**src/rtl/fir_pkg.sv**
```systemverilog
// Shared definitions for the fir_16tap datapath and its stream sink.
// Q1.15 limits, sample width and the default pipeline latency live here.
package fir_pkg;

  localparam int SAMPLE_W        = 16;
  localparam int DEFAULT_LATENCY = 9;
  localparam int CNT_W           = 16;

  localparam logic signed [SAMPLE_W-1:0] Q15_MAX = 16'sh7FFF;
  localparam logic signed [SAMPLE_W-1:0] Q15_MIN = 16'sh8000;

  typedef logic signed [SAMPLE_W-1:0] sample_t;

  typedef enum logic {
    ST_WARMUP = 1'b0,
    ST_RUN    = 1'b1
  } sink_state_t;

  function automatic logic [CNT_W-1:0] sat_inc(input logic [CNT_W-1:0] v);
    return (v == {CNT_W{1'b1}}) ? v : v + {{(CNT_W-1){1'b0}}, 1'b1};
  endfunction

  function automatic logic is_q15_limit(input sample_t s);
    return (s == Q15_MAX) || (s == Q15_MIN);
  endfunction

endpackage

```
**src/rtl/sync_fifo.sv**
```systemverilog
// Single-clock FIFO with a registered head output.
// Pointers carry one extra bit so full and empty are distinguishable.
module sync_fifo #(
  parameter int WIDTH = 16,
  parameter int DEPTH = 16
) (
  input  logic                   clk,
  input  logic                   rst,
  input  logic                   push,
  input  logic                   pop,
  input  logic [WIDTH-1:0]       din,
  output logic [WIDTH-1:0]       dout,
  output logic                   full,
  output logic                   empty,
  output logic [$clog2(DEPTH):0] level
);

  localparam int AW = $clog2(DEPTH);

  logic [AW:0]      r_wr_ptr;
  logic [AW:0]      r_rd_ptr;
  logic [WIDTH-1:0] r_mem [DEPTH];
  logic [WIDTH-1:0] r_dout;

  logic             w_pop_ok;
  logic             w_push_ok;
  logic [AW:0]      w_rd_next;
  logic             w_bypass;

  assign empty = (r_wr_ptr == r_rd_ptr);
  assign full  = (r_wr_ptr[AW] != r_rd_ptr[AW]) &&
                 (r_wr_ptr[AW-1:0] == r_rd_ptr[AW-1:0]);
  assign level = r_wr_ptr - r_rd_ptr;
  assign dout  = r_dout;

  // A full FIFO still accepts a push when the head leaves on the same edge.
  assign w_pop_ok  = pop && !empty;
  assign w_push_ok = push && (!full || w_pop_ok);
  assign w_rd_next = r_rd_ptr + {{AW{1'b0}}, w_pop_ok};

  // The incoming word becomes the head when it lands in the slot being exposed.
  assign w_bypass  = w_push_ok && (r_wr_ptr[AW-1:0] == w_rd_next[AW-1:0]);

  always_ff @(posedge clk) begin
    if (w_push_ok) begin
      r_mem[r_wr_ptr[AW-1:0]] <= din;
    end
  end

  always_ff @(posedge clk or posedge rst) begin
    if (rst) begin
      r_wr_ptr <= '0;
      r_rd_ptr <= '0;
      r_dout   <= '0;
    end else begin
      if (w_push_ok) begin
        r_wr_ptr <= r_wr_ptr + {{AW{1'b0}}, 1'b1};
      end
      r_rd_ptr <= w_rd_next;
      if (w_push_ok || w_pop_ok) begin
        r_dout <= w_bypass ? din : r_mem[w_rd_next[AW-1:0]];
      end
    end
  end

endmodule

```
**src/rtl/fir_stream_sink.sv**
```systemverilog
// Captures fir_16tap output once the filter pipeline has filled, buffers it
// in a FIFO for a ready/valid consumer, and keeps drop/saturation statistics.
module fir_stream_sink
  import fir_pkg::*;
#(
  parameter int LATENCY = DEFAULT_LATENCY,
  parameter int DEPTH   = 16
) (
  input  logic                        clk,
  input  logic                        rst,
  input  logic                        enable,
  input  logic signed [SAMPLE_W-1:0]  y_in,
  output logic                        m_valid,
  output logic signed [SAMPLE_W-1:0]  m_data,
  input  logic                        m_ready,
  input  logic                        clr_stats,
  output logic                        overflow,
  output logic [CNT_W-1:0]            drop_count,
  output logic [CNT_W-1:0]            sat_count,
  output logic [$clog2(DEPTH):0]      level
);

  // state     | meaning
  // ST_WARMUP | counting enable strobes until the filter output is valid
  // ST_RUN    | every enable strobe captures one y_in sample

  localparam int CW = $clog2(LATENCY + 1);
  localparam logic [CW-1:0] LAT_LAST = CW'(LATENCY - 1);

  sink_state_t      r_state;
  logic [CW-1:0]    r_warm_cnt;
  logic             r_overflow;
  logic [CNT_W-1:0] r_drop_cnt;
  logic [CNT_W-1:0] r_sat_cnt;

  logic                w_capture;
  logic                w_full;
  logic                w_empty;
  logic                w_drop;
  logic [SAMPLE_W-1:0] w_dout;

  always_ff @(posedge clk or posedge rst) begin
    if (rst) begin
      r_state    <= ST_WARMUP;
      r_warm_cnt <= '0;
    end else begin
      case (r_state)
        ST_WARMUP: begin
          if (enable) begin
            r_warm_cnt <= r_warm_cnt + CW'(1);
            if (r_warm_cnt == LAT_LAST) begin
              r_state <= ST_RUN;
            end
          end
        end
        default: r_state <= ST_RUN;
      endcase
    end
  end

  // The strobe that completes warm-up is still in WARMUP, so it never captures.
  assign w_capture = enable && (r_state == ST_RUN);
  assign w_drop    = w_capture && w_full && !m_ready;

  sync_fifo #(
    .WIDTH (SAMPLE_W),
    .DEPTH (DEPTH)
  ) u_fifo (
    .clk   (clk),
    .rst   (rst),
    .push  (w_capture),
    .pop   (m_ready),
    .din   (y_in),
    .dout  (w_dout),
    .full  (w_full),
    .empty (w_empty),
    .level (level)
  );

  assign m_valid = !w_empty;
  assign m_data  = w_dout;

  always_ff @(posedge clk or posedge rst) begin
    if (rst) begin
      r_overflow <= 1'b0;
      r_drop_cnt <= '0;
      r_sat_cnt  <= '0;
    end else if (clr_stats) begin
      r_overflow <= 1'b0;
      r_drop_cnt <= '0;
      r_sat_cnt  <= '0;
    end else begin
      if (w_drop) begin
        r_overflow <= 1'b1;
        r_drop_cnt <= sat_inc(r_drop_cnt);
      end
      if (w_capture && is_q15_limit(y_in)) begin
        r_sat_cnt <= sat_inc(r_sat_cnt);
      end
    end
  end

  assign overflow   = r_overflow;
  assign drop_count = r_drop_cnt;
  assign sat_count  = r_sat_cnt;

endmodule
```
**config.mk**
```make
export PLATFORM = sky130hd
export DESIGN_NAME = fir_stream_sink
export DESIGN_NICKNAME = d
export VERILOG_FILES = /design/src/rtl/fir_pkg.sv /design/src/rtl/sync_fifo.sv /design/src/rtl/fir_stream_sink.sv
export SDC_FILE = /design/constraint.sdc
export NUM_CORES = 1
export LEC_CHECK = 0
export ABC_AREA = 1
export CAP_MARGIN = 20
export CELL_PAD_IN_SITES_DETAIL_PLACEMENT = 1
export CELL_PAD_IN_SITES_GLOBAL_PLACEMENT = 2
export CORE_MARGIN = 2
export CORE_UTILIZATION = 42
export DETAILED_ROUTE_END_ITERATION = 6
export GPL_ROUTABILITY_DRIVEN = 0
export GPL_TIMING_DRIVEN = 0
export PLACE_DENSITY_LB_ADDON = 0.1
export SLEW_MARGIN = 20
export SYNTH_ARGS = -nofsm -noshare
export SYNTH_HDL_FRONTEND = slang
export SYNTH_SLANG_ARGS = --single-unit
```
**constraint.sdc**
```tcl
create_clock -name clk -period 6.7 [get_ports clk]
set_input_delay 1.675 -clock clk [delete_from_list [all_inputs] [get_ports clk]]
set_output_delay 1.675 -clock clk [all_outputs]
set_load 0.01 [all_outputs]
```
* After elaboration in Yosys (flattened, before gate mapping)
Memories as Yosys holds them, arrays and structs flattened. A register that Yosys moved wholly into a read port is not among the register bits.
Index checks and enable logic that the tools add are counted.
** Storage, ports and cells
- Register bits after elaboration :: 48
- Input port bits :: 21
- Memories :: 1
- RAM bits :: 256
- Logic and storage cells :: 56
** Operators by class
- Mux-type cells :: 13
- Bitwise logic cells :: 1
- Equality and inequality tests :: 10
- Add/sub/neg operators :: 6
- Reduce and logical (&&, ||, !) cells :: 18
** Memory list
- u_fifo.r_mem :: depth 16, width 16, read ports 1, clocked after Yosys merged registers in 1, write ports 1, RTL line sync_fifo.sv:22 : logic [WIDTH-1:0] r_mem [DEPTH];
** Operators by type and width (number)
- $mux 16 :: 6
- $eq 16x16->1 const B :: 4
- $add 16x1->16 const B :: 2
- $logic_and 1x1->1 :: 7
- $mux 1 :: 7
- $reduce_and 2->1 :: 3
- $add 5x1->5 :: 1
- $add 5x1->5 const B :: 1
- $eq 5x5->1 :: 1
- $sub 5x5->5 :: 1
- $add 4x1->4 const B :: 1
- $eq 4x4->1 :: 1
- $eq 4x4->1 const B :: 1
- $ne 2x2->1 const B :: 2
- $reduce_bool 2->1 :: 2
- $logic_not 1->1 :: 3
- $logic_or 1x1->1 :: 3
- $ne 1x1->1 :: 1
- $not 1->1 :: 1

* Longest topological paths before layout
Gate-level depths: netlist of the first run.
- Depth after elaboration :: 7
- Depth in mapped cells :: 22
- Depth with buffers taken out :: 21

* Cells and area by module
A second synthesis of the first run with hierarchy kept.
** Unflattened totals
- Cell total of the unflattened synthesis :: 1522
- Area total of the unflattened synthesis :: 14742.9 um2
** Modules (own cells, without submodules)
- sync_fifo :: sequential area each 8338.0 um2, times used 1, area each 12248.0 um2, cells an instance 1171
- fir_stream_sink :: sequential area each 950.9 um2, times used 1, area each 2494.9 um2, cells an instance 351

* Worst setup path before layout of the first run
OpenSTA, ideal clock, no wires.
- Path type :: input-to-reg
- Start :: input enable
- End :: memory u_fifo.r_mem[11][0], enable pin
- Data arrival time :: 3099 ps
- Required time :: 6291 ps
- Buffers on the path :: 0
- Library setup time :: 409 ps
- Stages :: 4
- Slack :: 3192 ps
- Path through :: nand2_1 -> inv_1 -> nand2_4 -> nor3_1
** Between the ends
- Longest elaborated chain between the ends :: 4
** Ends and longest elaborated chain
- start, declared :: RTL line fir_stream_sink.sv:11 : input logic enable,
- $logic_and 1x1->1 :: RTL line fir_stream_sink.sv:62 : assign w_capture = enable && (r_state == ST_RUN);
- $logic_and 1x1->1 :: RTL line sync_fifo.sv:38 : assign w_push_ok = push && (!full || w_pop_ok);
- $mux 1 :: RTL line sync_fifo.sv:45 : if (w_push_ok) begin
- $mux 1 (implied by the code) :: RTL line sync_fifo.sv:46 : r_mem[r_wr_ptr[AW-1:0]] <= din;
- end, declared :: RTL line sync_fifo.sv:22
Every way passes these cells.

* Final worst setup path of the first run
- Start :: input m_ready
- End :: register u_fifo.r_dout[5] (netlist: u_fifo.dout[5]) (read register of u_fifo.r_mem)
** Between the ends
- Elaborated cells on any way between the ends :: 5
- Classes of those cells :: add/sub (1); reduce/logical (4)
** RTL lines
- start, declared :: RTL line fir_stream_sink.sv:15 : input logic m_ready,
- $logic_and 1x1->1 :: RTL line sync_fifo.sv:37 : assign w_pop_ok = pop && !empty;
- $add 5x1->5 :: RTL line sync_fifo.sv:39 : assign w_rd_next = r_rd_ptr + {{AW{1'b0}}, w_pop_ok};
- net u_fifo.w_rd_next[0] :: RTL line sync_fifo.sv:27 : logic [AW:0] w_rd_next;
- end, declared :: RTL line sync_fifo.sv:23 : logic [WIDTH-1:0] r_dout;
The timed path passes the listed nets, and every way through them passes these cells.
A chain may end at the register's enable or synchronous reset.

==> results of run 1 <==
## routing by layer
metal / vias to the layer above / global-route usage [%] / wire [um]
met4: 0 / 9.06 / 1470
met2: 242 / 41.5 / 20500
met3: 67 / 3.84 / 2150
li1: 5014 / - / -
met1: 5242 / 33.2 / 19000
met5: - / 0 / 0
## registers in the layout, indices dropped and copies added, names as in the netlist
signal / cells
u_fifo.r_rd_ptr: 5
u_fifo.dout: 16
r_warm_cnt: 4
u_fifo.r_mem: 256
u_fifo.r_wr_ptr: 5
r_state: 1
drop_count: 16
overflow: 1
sat_count: 16
## worst max-delay path: cells and delay by family
kind,cells,cell delay [ns]
fa+ha+maj,1,0.39
buf+inv,5,1.58
simple gates,6,0.97
compound gates,1,0.22
## worst max-delay path by stage
stage / end / cells after the start
6_report: u_fifo.dout[5] / 13
5_1_grt: u_fifo.dout[5] / 14
4_1_cts: level[4] / 6
3_5_place_dp: u_fifo.dout[5] / 14
3_3_place_gp: u_fifo.r_mem[3][7] / 5
2_1_floorplan: u_fifo.r_mem[11][0] / 4
## cells in the mapped netlist, drive strengths merged
library cell / n
nor3b: 1
a31o: 1
a41o: 1
nor3: 10
edfxtp: 256
inv: 80
o21bai: 3
nand4: 23
xor2: 17
xnor2: 6
or2: 2
ha: 14
dfrtp: 64
nand2: 213
a21oi: 6
clkbuf: 25
clkinv: 2
nor2: 323
buf: 38
o21ai: 144
nand3: 169
fa: 1
nand3b: 1
## layout make-up
class                           count  share of cell area (%)
Multi-Input combinational cell    935                    25.9
Inverter                           82                    1.84
Tap cell                          448                    3.32
Buffer                             63                    1.70
Timing Repair Buffer               86                    5.23
Sequential cell                   320                    55.0
Clock buffer                       48                    5.98
Clock inverter                     14                    1.04
## metrics by stage
stage,hold WS (ns),cells
5_1_grt,0.504,1996
6_report,0.482,1996
2_1_floorplan,0.446,1400
3_3_place_gp,0.466,1923
4_1_cts,0.486,1996
3_5_place_dp,0.472,1934
## report_power, final
group | total [uW] | switching, uW | internal [uW]
clock network | 2030 | 819 | 1210
logic | 3380 | 2340 | 1050
registers | 2520 | 117 | 2400
total | 7930 | 3270 | 4660
## cells by family after synthesis
group,share of synthesized area [%]
buf+inv,4.19
fa+ha+maj,1.37
flops,65.3
simple gates,22.1
compound gates,5.57
xor+xnor,1.42
==> reports/summary.txt, run 1 <==
==========================================================================================
Result of the run                                                             finished clean
Number of synthesized register bits                                                    320
RSZ-0062 raised after global routing                                                    no
Initial antenna violation count                                                          0
Cells after Synth                                                                     1400
Critical Path Start Type                                                      primary input
Number of hold buffers added after cts                                                   0
Worst endpoint required time                                                       7.15 ns
Wire length of the first global-routing pass                                       66.9 mm
Highest achievable clock rate                                                    0.228 GHz
Post-Syn Nets                                                                         1436
MaxCap Viol Count                                                                        0
Boundary pin count                                                                      76
TritonCTS clock tree                                                                   yes
Crit path DAT                                                                      4.83 ns
CTS H-tree lvls                                                                          2
Hold Path Depth                                                                          2
Nets                                                                                  1561
Static Leak                                                                     0.00637 uW
Type of the setup path with the least slack                                      in -> reg
Portion of the clock cycle consumed by the worst path in the final layout            65.4%
Post-route standard cell area excluding fillers                                0.0169 mm^2
Layout overhead on the synthesized area                                              18.8%
Most frequent cells in the layout                                             308 x sky130_fd_sc_hd__nor2_1, 256 x sky130_fd_sc_hd__edfxtp_1, 206 x sky130_fd_sc_hd__nand2_1
Library cell used as clock root buffer                                        sky130_fd_sc_hd__clkbuf_16
Critical path origin                                                               m_ready
Worst-margin pin slew                                                              1.15 ns
CTS sink count                                                                         320
Multi-input gate area in the final layout                                     0.00438 mm^2
Register-to-Register Setup Slack                                                   2.61 ns
Power per unit of standard cell area                                           470 mW/mm^2
Share of the synthesized area in the top cell type                                   54.1%
Sum of negative setup slack                                                           0 ns
Vias after detailed routing                                                          10565
Number of hold violations in the final report                                            0
Sequential share of the synthesized area                                             65.3%
Terminating pin of the worst hold path                                        u_fifo.dout[9]
FF-to-FF path depth                                                                     16
Placement Setup Slack                                                              1.82 ns
Number of warnings printed during yosys synthesis                                        0
Syn avg cell area                                                                10.2 um^2
Width of the chip                                                                   188 um
Final setup violation count                                                              0
Power, Total                                                                       7930 uW
Critical-path cell with the highest stage delay                               sky130_fd_sc_hd__clkbuf_1
DR DRC count                                                                             0
Iteration-0 DRC count of the detailed router                                           606
Count of input and output buffers                                                       75
Vias in the first global route                                                       11240
Maximum number of pins on one net before global-route repair                            43
Largest area contributor in the netlist                                       sky130_fd_sc_hd__edfxtp_1
Share of layout cells above drive strength 1                                         7.75%
Aggregate global routing overflow                                                        0
Inserted Clock Buffers                                                                  37
Wire length after detailed routing                                                 43.1 mm
Diode count                                                                              0
Largest stage delay, worst path                                                    0.50 ns
Clock Latency Late Sink                                                            0.52 ns
Crit path time final                                                               4.38 ns
Destination of the worst register-to-register timing path                     u_fifo.dout[5]
Slack of the critical path                                                         2.32 ns
Hold/Removal Path Class                                                         reg -> reg
Placed wire-length estimate                                                        29.9 mm
Post-synthesis cell area                                                       0.0142 mm^2
Number of inserted filler cells in the final layout                                   3672
Detail-routed via count per cell                                                      5.29
Number of gates given a new drive strength after cts                                     0
Core ar.                                                                       0.0334 mm^2
Startpoint of the most critical hold path                                     u_fifo.dout[9]
Clock edge transition at the registers on the reported setup and hold paths        0.06 ns
Most common library cell in the layout ignoring fill and taps                 sky130_fd_sc_hd__nor2_1
Synth top area cells                                                          sky130_fd_sc_hd__edfxtp_1 54%, sky130_fd_sc_hd__dfrtp_1 11%, sky130_fd_sc_hd__nor2_1 8.5%
Initial standard-cell utilization of the core                                        42.5%
Die footprint                                                                  0.0353 mm^2
Clock skew                                                                       0.0165 ns
Maximum resistive drop on vdd                                                     0.223 mV
Residual antenna-violating net count after detailed routing                              0
Pre-antenna DRT Iters                                                                    5
Instance area after placement                                                  0.0157 mm^2
Die Span Y                                                                          188 um
Final Core Density                                                                   50.5%
Max-slew headroom                                                                    23.3%
Sequential cell area                                                          0.00929 mm^2
Number of max-slew violations in the final report                                        0
Biggest fanout along the worst timing path                                              10
Global-route usage over all layers                                                   25.0%
Critical-path cell list                                                       clkdlybuf4s50_1, nand2_1, inv_1, ha_1, inv_2, clkbuf_1, clkbuf_1, o21ai_0, nand3_1, nand3_1, nand3_1, nand2_1, nand2_1
Post-CTS Setup Bufs                                                                      0
Bufs on Longest Clock Path                                                               3
Site row count                                                                          67
Critical R2R Launch                                                           u_fifo.r_wr_ptr[2]
Critical path capture point type                                                 flip-flop
Count of distinct cell types in the synthesized netlist                                 33
Routed WL per cell                                                                 21.6 um
==========================================================================================
No activity file was read; power rests on OpenSTA's default activity.
==> run 2, diff against run 1 <==
CORE_UTILIZATION = 35   (was 42)
clock period = 4 ns   (was 6.7 ns; I/O delays follow)
==> run 2 against run 1 <==
Effect of this change:
- sequential share of layout area fell by 0.70 points
- cell area grew 1.3%
- critical endpoint is now u_fifo.dout[6]
- utilization down 7.6 points
- critical path type is now reg -> reg
==> reports/summary.txt, run 2 (synthesized netlist as in run 1, its figures left out) <==
==========================================================================================
Result of the run                                                             finished clean   unchanged
Layout overhead on the synthesized area                                              20.3%   was 18.8%
Global-route usage over all layers                                                   21.9%   was 25.0%
Clock edge transition at the registers on the reported setup and hold paths        0.06 ns   about the same
Placement Setup Slack                                                            -0.222 ns   was 1.82 ns
Count of input and output buffers                                                       75   unchanged
CTS sink count                                                                         320   unchanged
TritonCTS clock tree                                                                   yes   unchanged
Boundary pin count                                                                      76   unchanged
Most frequent cells in the layout                                             308 x sky130_fd_sc_hd__nor2_1, 256 x sky130_fd_sc_hd__edfxtp_1, 206 x sky130_fd_sc_hd__nand2_1   unchanged
Library cell used as clock root buffer                                        sky130_fd_sc_hd__clkbuf_16   unchanged
Pre-antenna DRT Iters                                                                    5   unchanged
Inserted Clock Buffers                                                                  38   was 37
Vias in the first global route                                                       10869   was 11240
Crit path DAT                                                                      4.20 ns   was 4.83 ns
Clock skew                                                                       0.0143 ns   was 0.0165 ns
Nets                                                                                  1565   was 1561
Worst endpoint required time                                                       4.42 ns   was 7.15 ns
Crit path time final                                                               3.78 ns
Maximum number of pins on one net before global-route repair                            34   was 43
Wire length after detailed routing                                                 44.7 mm   was 43.1 mm
Max reg flops                                                                          256   unchanged
Switching share of power                                                             41.5%   was 41.2%
Post-CTS Setup Bufs                                                                      0   unchanged
Bufs on Longest Clock Path                                                               3   unchanged
Die Span Y                                                                          206 um   was 188 um
Initial antenna violation count                                                          0   unchanged
MaxCap Viol Count                                                                        0   unchanged
Wire length of the first global-routing pass                                       68.2 mm   was 66.9 mm
Internal power summed over all cells                                               7860 uW   was 4660 uW
Width of the chip                                                                   206 um   was 188 um
Site row count                                                                          73   was 67
Final setup violation count                                                              0   unchanged
Placed wire-length estimate                                                        31.2 mm   was 29.9 mm
Proportion of power drawn by combinational gates                                     43.0%   was 42.6%
Core ar.                                                                       0.0399 mm^2   was 0.0334 mm^2
Net switching power figure                                                         5580 uW   was 3270 uW
Share of layout cells above drive strength 1                                         9.38%   was 7.75%
Biggest fanout along the worst timing path                                              10   unchanged
Type of the setup path with the least slack                                     reg -> reg   was in -> reg
Clock network power share                                                            25.6%   about the same
Detail-routed via count per cell                                                      5.02   was 5.29
Critical Path Start Type                                                         flip-flop   was primary input
Critical path capture point type                                                 flip-flop   unchanged
Residual antenna-violating net count after detailed routing                              0   unchanged
Hold/Removal Path Class                                                         reg -> reg   unchanged
Slack of the critical path                                                        0.219 ns   was 2.32 ns
Static Leak                                                                     0.00648 uW   was 0.00637 uW
Number of max-slew violations in the final report                                        0   unchanged
Power per unit of standard cell area                                           785 mW/mm^2   was 470 mW/mm^2
Most common library cell in the layout ignoring fill and taps                 sky130_fd_sc_hd__nor2_1   unchanged
Portion of the clock cycle consumed by the worst path in the final layout            94.5%
Number of hold buffers added after cts                                                   0   unchanged
Aggregate global routing overflow                                                        0   unchanged
CTS H-tree lvls                                                                          2   unchanged
Diode count                                                                              0   unchanged
Part of the total power dissipated in sequential elements                            31.4%   was 31.7%
Clock Latency Late Sink                                                            0.54 ns   was 0.52 ns
Die footprint                                                                  0.0422 mm^2   was 0.0353 mm^2
Iteration-0 DRC count of the detailed router                                           551   was 606
DR DRC count                                                                             0   unchanged
Sum of negative setup slack                                                           0 ns   unchanged
Max-slew headroom                                                                    30.0%   was 23.3%
Number of hold violations in the final report                                            0   unchanged
Highest achievable clock rate                                                    0.264 GHz
Routed WL per cell                                                                 21.5 um   was 21.6 um
Initial standard-cell utilization of the core                                        35.6%   was 42.5%
Worst-margin pin slew                                                              1.05 ns   was 1.15 ns
RSZ-0062 raised after global routing                                                   yes   was no
Vias after detailed routing                                                          10442   was 10565
Maximum resistive drop on vdd                                                     0.261 mV   was 0.223 mV
==========================================================================================
==> run 2: timing repair <==
action / 4_1_cts / 5_1_grt
hold endpoints to repair: 0 / 0
resized for setup: 3 / 22
endpoints found under the setup margin: 5 / 16
==> run 2: worst max-delay path, cell delays in order (launching register included) <==
cell and delay, ns:
sky130_fd_sc_hd__dfrtp_1 0.47, sky130_fd_sc_hd__ha_1 0.40, sky130_fd_sc_hd__nand2_1 0.09, sky130_fd_sc_hd__nor2_1 0.19, sky130_fd_sc_hd__nand2_1 0.13, sky130_fd_sc_hd__nand2_1 0.13, sky130_fd_sc_hd__inv_1 0.06, sky130_fd_sc_hd__ha_1 0.22
sky130_fd_sc_hd__ha_1 0.34, sky130_fd_sc_hd__buf_2 0.30, sky130_fd_sc_hd__buf_2 0.34, sky130_fd_sc_hd__nor2_1 0.07, sky130_fd_sc_hd__o21ai_0 0.10, sky130_fd_sc_hd__nand3_1 0.20, sky130_fd_sc_hd__nand3_1 0.25, sky130_fd_sc_hd__nand3_1 0.17
sky130_fd_sc_hd__nand2_1 0.12, sky130_fd_sc_hd__nand2_1 0.06
==> run 2: stage by stage <==
step	utilization, %	cells	hold WS (ns)	power, uW	area, um^2
floorplan	-	1400	0.446	7590	14200
global placement	39.1	2000	0.466	9930	15600
detailed placement	39.7	2015	0.467	10100	15900
CTS	42.8	2082	0.486	13600	17100
global route	42.9	2082	0.512	14400	17100
finish	42.9	2082	0.482	13400	17100
==> run 2: final timing paths <==
path	startpoint	to	slack, ns	cells past startpoint
max	u_fifo.r_wr_ptr[2]	u_fifo.dout[6]	0.22	17
min	u_fifo.dout[7]	u_fifo.dout[7]	0.48	2
max reg2reg	u_fifo.r_wr_ptr[2]	u_fifo.dout[6]	0.22	17
min reg2reg	u_fifo.dout[7]	u_fifo.dout[7]	0.48	2
max in group asynchronous	rst	u_fifo.dout[6]	2.61	3
min in group asynchronous	rst	drop_count[14]	0.82	2
==> run 2: area by class of cell <==
| class | instances | area, um^2 |
|---|---|---|
| Fill cell | 4424 | 22800 |
| Clock inverter | 19 | 193 |
| Clock buffer | 49 | 1030 |
| Tap cell | 525 | 657 |
| Inverter | 82 | 310 |
| Buffer | 62 | 310 |
| Sequential cell | 320 | 9290 |
| Multi-Input combinational cell | 935 | 4380 |
| Timing Repair Buffer | 90 | 940 |
==> run 2: metal layers <==
metal	part of all wire (%)	track usage (%)	vias up
met5	0	0	-
met4	3.1	7.25	0
met3	3.8	3.17	61
met2	46	35.5	188
met1	47	30.2	5166
li1	-	-	5027
==> run 2: power by group through the flow <==
stage                     clock [uW]  combinational [uW]  sequential [uW]
after CTS                       3510                5850             4220
after detailed placement           0                5800             4280
final                           3440                5780             4210
after global routing            3630                6470             4260
after floorplan                    0                3310             4270
after global placement             0                5650             4280
==> run 3, diff against run 2 <==
CORE_MARGIN = 5   (was 2)
==> run 3 against run 2 <==
Effect of this change:
- cell area grew 0.49%
- final cell count is essentially flat
- critical path depth shrank 11
- clock power grew 6%
- sequential share of layout area shrank 0.26 points
- first-iteration DRC count shrank 4.0%
- wire length grew 0.34%
- die area grew 5.9%
==> reports/summary.txt, run 3 (synthesized netlist as in run 1, its figures left out) <==
==========================================================================================
Largest stage delay, worst path                                                    0.58 ns   was 0.47 ns
Width of the chip                                                                   212 um   was 206 um
Boundary pin count                                                                      76   unchanged
RSZ-0062 raised after global routing                                                   yes   unchanged
Clock skew                                                                       0.0218 ns   was 0.0143 ns
Number of hold violations in the final report                                            0   unchanged
Initial antenna violation count                                                          0   unchanged
Biggest fanout along the worst timing path                                               5   was 10
Layout overhead on the synthesized area                                              20.9%   was 20.3%
DR DRC count                                                                             0   unchanged
Critical Path Start Type                                                         flip-flop   unchanged
Placed wire-length estimate                                                        31.5 mm   was 31.2 mm
Diode count                                                                              0   unchanged
Initial standard-cell utilization of the core                                        35.6%   unchanged
Nets                                                                                  1566   was 1565
Residual antenna-violating net count after detailed routing                              0   unchanged
Clock Latency Late Sink                                                            0.56 ns   was 0.54 ns
Max reg flops                                                                          256   unchanged
Portion of the clock cycle consumed by the worst path in the final layout            94.4%   was 94.5%
Bufs on Longest Clock Path                                                               3   unchanged
Critical-path cell list                                                       inv_1, ha_1, fa_1, o21ai_0, xor2_1, clkdlybuf4s50_1   was ha_1, nand2_1, nor2_1, nand2_1, nand2_1, inv_1, ha_1, ha_1, buf_2, buf_2, nor2_1, o21ai_0, nand3_1, nand3_1, nand3_1, nand2_1, nand2_1
Library cell used as clock root buffer                                        sky130_fd_sc_hd__clkbuf_16   unchanged
Result of the run                                                             finished clean   unchanged
Highest achievable clock rate                                                    0.265 GHz   was 0.264 GHz
Iteration-0 DRC count of the detailed router                                           529   was 551
Maximum resistive drop on vdd                                                     0.307 mV   was 0.261 mV
Inserted Clock Buffers                                                                  38   unchanged
Hold/Removal Path Class                                                         reg -> reg   unchanged
Critical-path cell with the highest stage delay                               sky130_fd_sc_hd__clkdlybuf4s50_1   was sky130_fd_sc_hd__dfrtp_1
Worst endpoint required time                                                       3.00 ns   was 4.42 ns
Die footprint                                                                  0.0447 mm^2   was 0.0422 mm^2
Final setup violation count                                                              0   unchanged
Crit path time final                                                               3.78 ns   about the same
Power, Total                                                                      13600 uW   was 13400 uW
Most frequent cells in the layout                                             308 x sky130_fd_sc_hd__nor2_1, 256 x sky130_fd_sc_hd__edfxtp_1, 206 x sky130_fd_sc_hd__nand2_1   unchanged
Wire length of the first global-routing pass                                       68.6 mm   was 68.2 mm
Vias in the first global route                                                       11023   was 10869
Maximum number of pins on one net before global-route repair                            39   was 34
Critical path buffers and inverters                                                      2   was 3
CTS sink count                                                                         320   unchanged
Pre-antenna DRT Iters                                                                    5   unchanged
Most common library cell in the layout ignoring fill and taps                 sky130_fd_sc_hd__nor2_1   unchanged
Vias after detailed routing                                                          10451   was 10442
Tightest hold margin                                                              0.487 ns   was 0.482 ns
Aggregate global routing overflow                                                        0   unchanged
Number of inserted filler cells in the final layout                                   4406   was 4424
Type of the setup path with the least slack                                     reg -> out   was reg -> reg
Number of max-slew violations in the final report                                        0   unchanged
Worst-margin pin slew                                                              1.12 ns   was 1.05 ns
Die Span Y                                                                          212 um   was 206 um
Site row count                                                                          73   unchanged
MaxCap Viol Count                                                                        0   unchanged
Max-slew headroom                                                                    25.2%   was 30.0%
Number of cells in the finished layout apart from fillers                             2084   was 2082
Global-route usage over all layers                                                   20.2%   was 21.9%
TritonCTS clock tree                                                                   yes   unchanged
Share of layout cells above drive strength 1                                         9.62%   was 9.38%
Core ar.                                                                       0.0399 mm^2   unchanged
Family with the most delay on the worst path                                  buffers and inverters   was simple AND/OR/NAND/NOR gates
Crit path DAT                                                                      2.78 ns   was 4.20 ns
Detail-routed via count per cell                                                      5.01   was 5.02
CTS H-tree lvls                                                                          2   unchanged
Clock edge transition at the registers on the reported setup and hold paths        0.06 ns   about the same
Critical path capture point type                                               output port   was flip-flop
Routed WL per cell                                                                 21.5 um   about the same
Power per unit of standard cell area                                           791 mW/mm^2   was 785 mW/mm^2
Placed Cells                                                                          2016   was 2015
Static Leak                                                                     0.00651 uW   was 0.00648 uW
Count of input and output buffers                                                       75   unchanged
Wire length after detailed routing                                                 44.9 mm   was 44.7 mm
==========================================================================================
## run 3: final cells by class
class                           count  area, um^2  share of cell area [%]
Clock inverter                     24         298                    1.73
Buffer                             62         310                    1.80
Clock buffer                       45        1010                    5.87
Multi-Input combinational cell    935        4380                    25.5
Sequential cell                   320        9290                    54.0
Inverter                           82         310                    1.80
Timing Repair Buffer               91         943                    5.49
Tap cell                          525         657                    3.82
## run 3: path summary, 6_finish.rpt
kind                                         start         endpoint  slack (ns)  depth (start not counted)
worst max-delay path            u_fifo.r_wr_ptr[0]         level[4]        0.22                          6
worst min register to register       r_warm_cnt[3]    r_warm_cnt[3]        0.49                          1
worst max register to register  u_fifo.r_wr_ptr[2]  u_fifo.dout[14]        0.24                         17
worst min-delay path                 r_warm_cnt[3]    r_warm_cnt[3]        0.49                          1
min in group asynchronous                      rst   drop_count[15]        0.80                          2
max in group asynchronous                      rst   u_fifo.dout[0]        2.65                          3
## run 3: through the flow
step                worst slack [ns]  area [um^2]  util, %  TNS, ns
floorplan                       1.12        14200        -        0
global placement              -0.684        15600     39.1   -38.28
detailed placement            -0.227        15900     39.7    -1.98
CTS                           0.0169        17200     43.0        0
global route                 -0.0349        17200     43.1  -0.0349
finish                         0.225        17200     43.1        0
## run 3: layer usage
layer / vias to the layer above / global-route usage [%] / routed length, um
li1: 5018 / - / -
met1: 5193 / 27.8 / 20800
met2: 176 / 32.9 / 21000
met3: 64 / 3.05 / 1710
met4: 0 / 6.84 / 1430
met5: - / 0 / 0
## run 3: power by group
| part | switching, uW | internal, uW | leakage [uW] |
|---|---|---|---|
| clock network | 1430 | 2200 | 0.000632 |
| logic | 3960 | 1800 | 0.00274 |
| registers | 191 | 4020 | 0.00314 |
| total | 5580 | 8030 | 0.00651 |
## run 3: what timing repair did
item                                    4_1_cts  5_1_grt
buffers inserted                              0        0
pin swaps                                     0        0
hold endpoints to repair                      0        0
gates resized for setup                       4       20
hold buffers                                  0        0
endpoints found under the setup margin        6       16
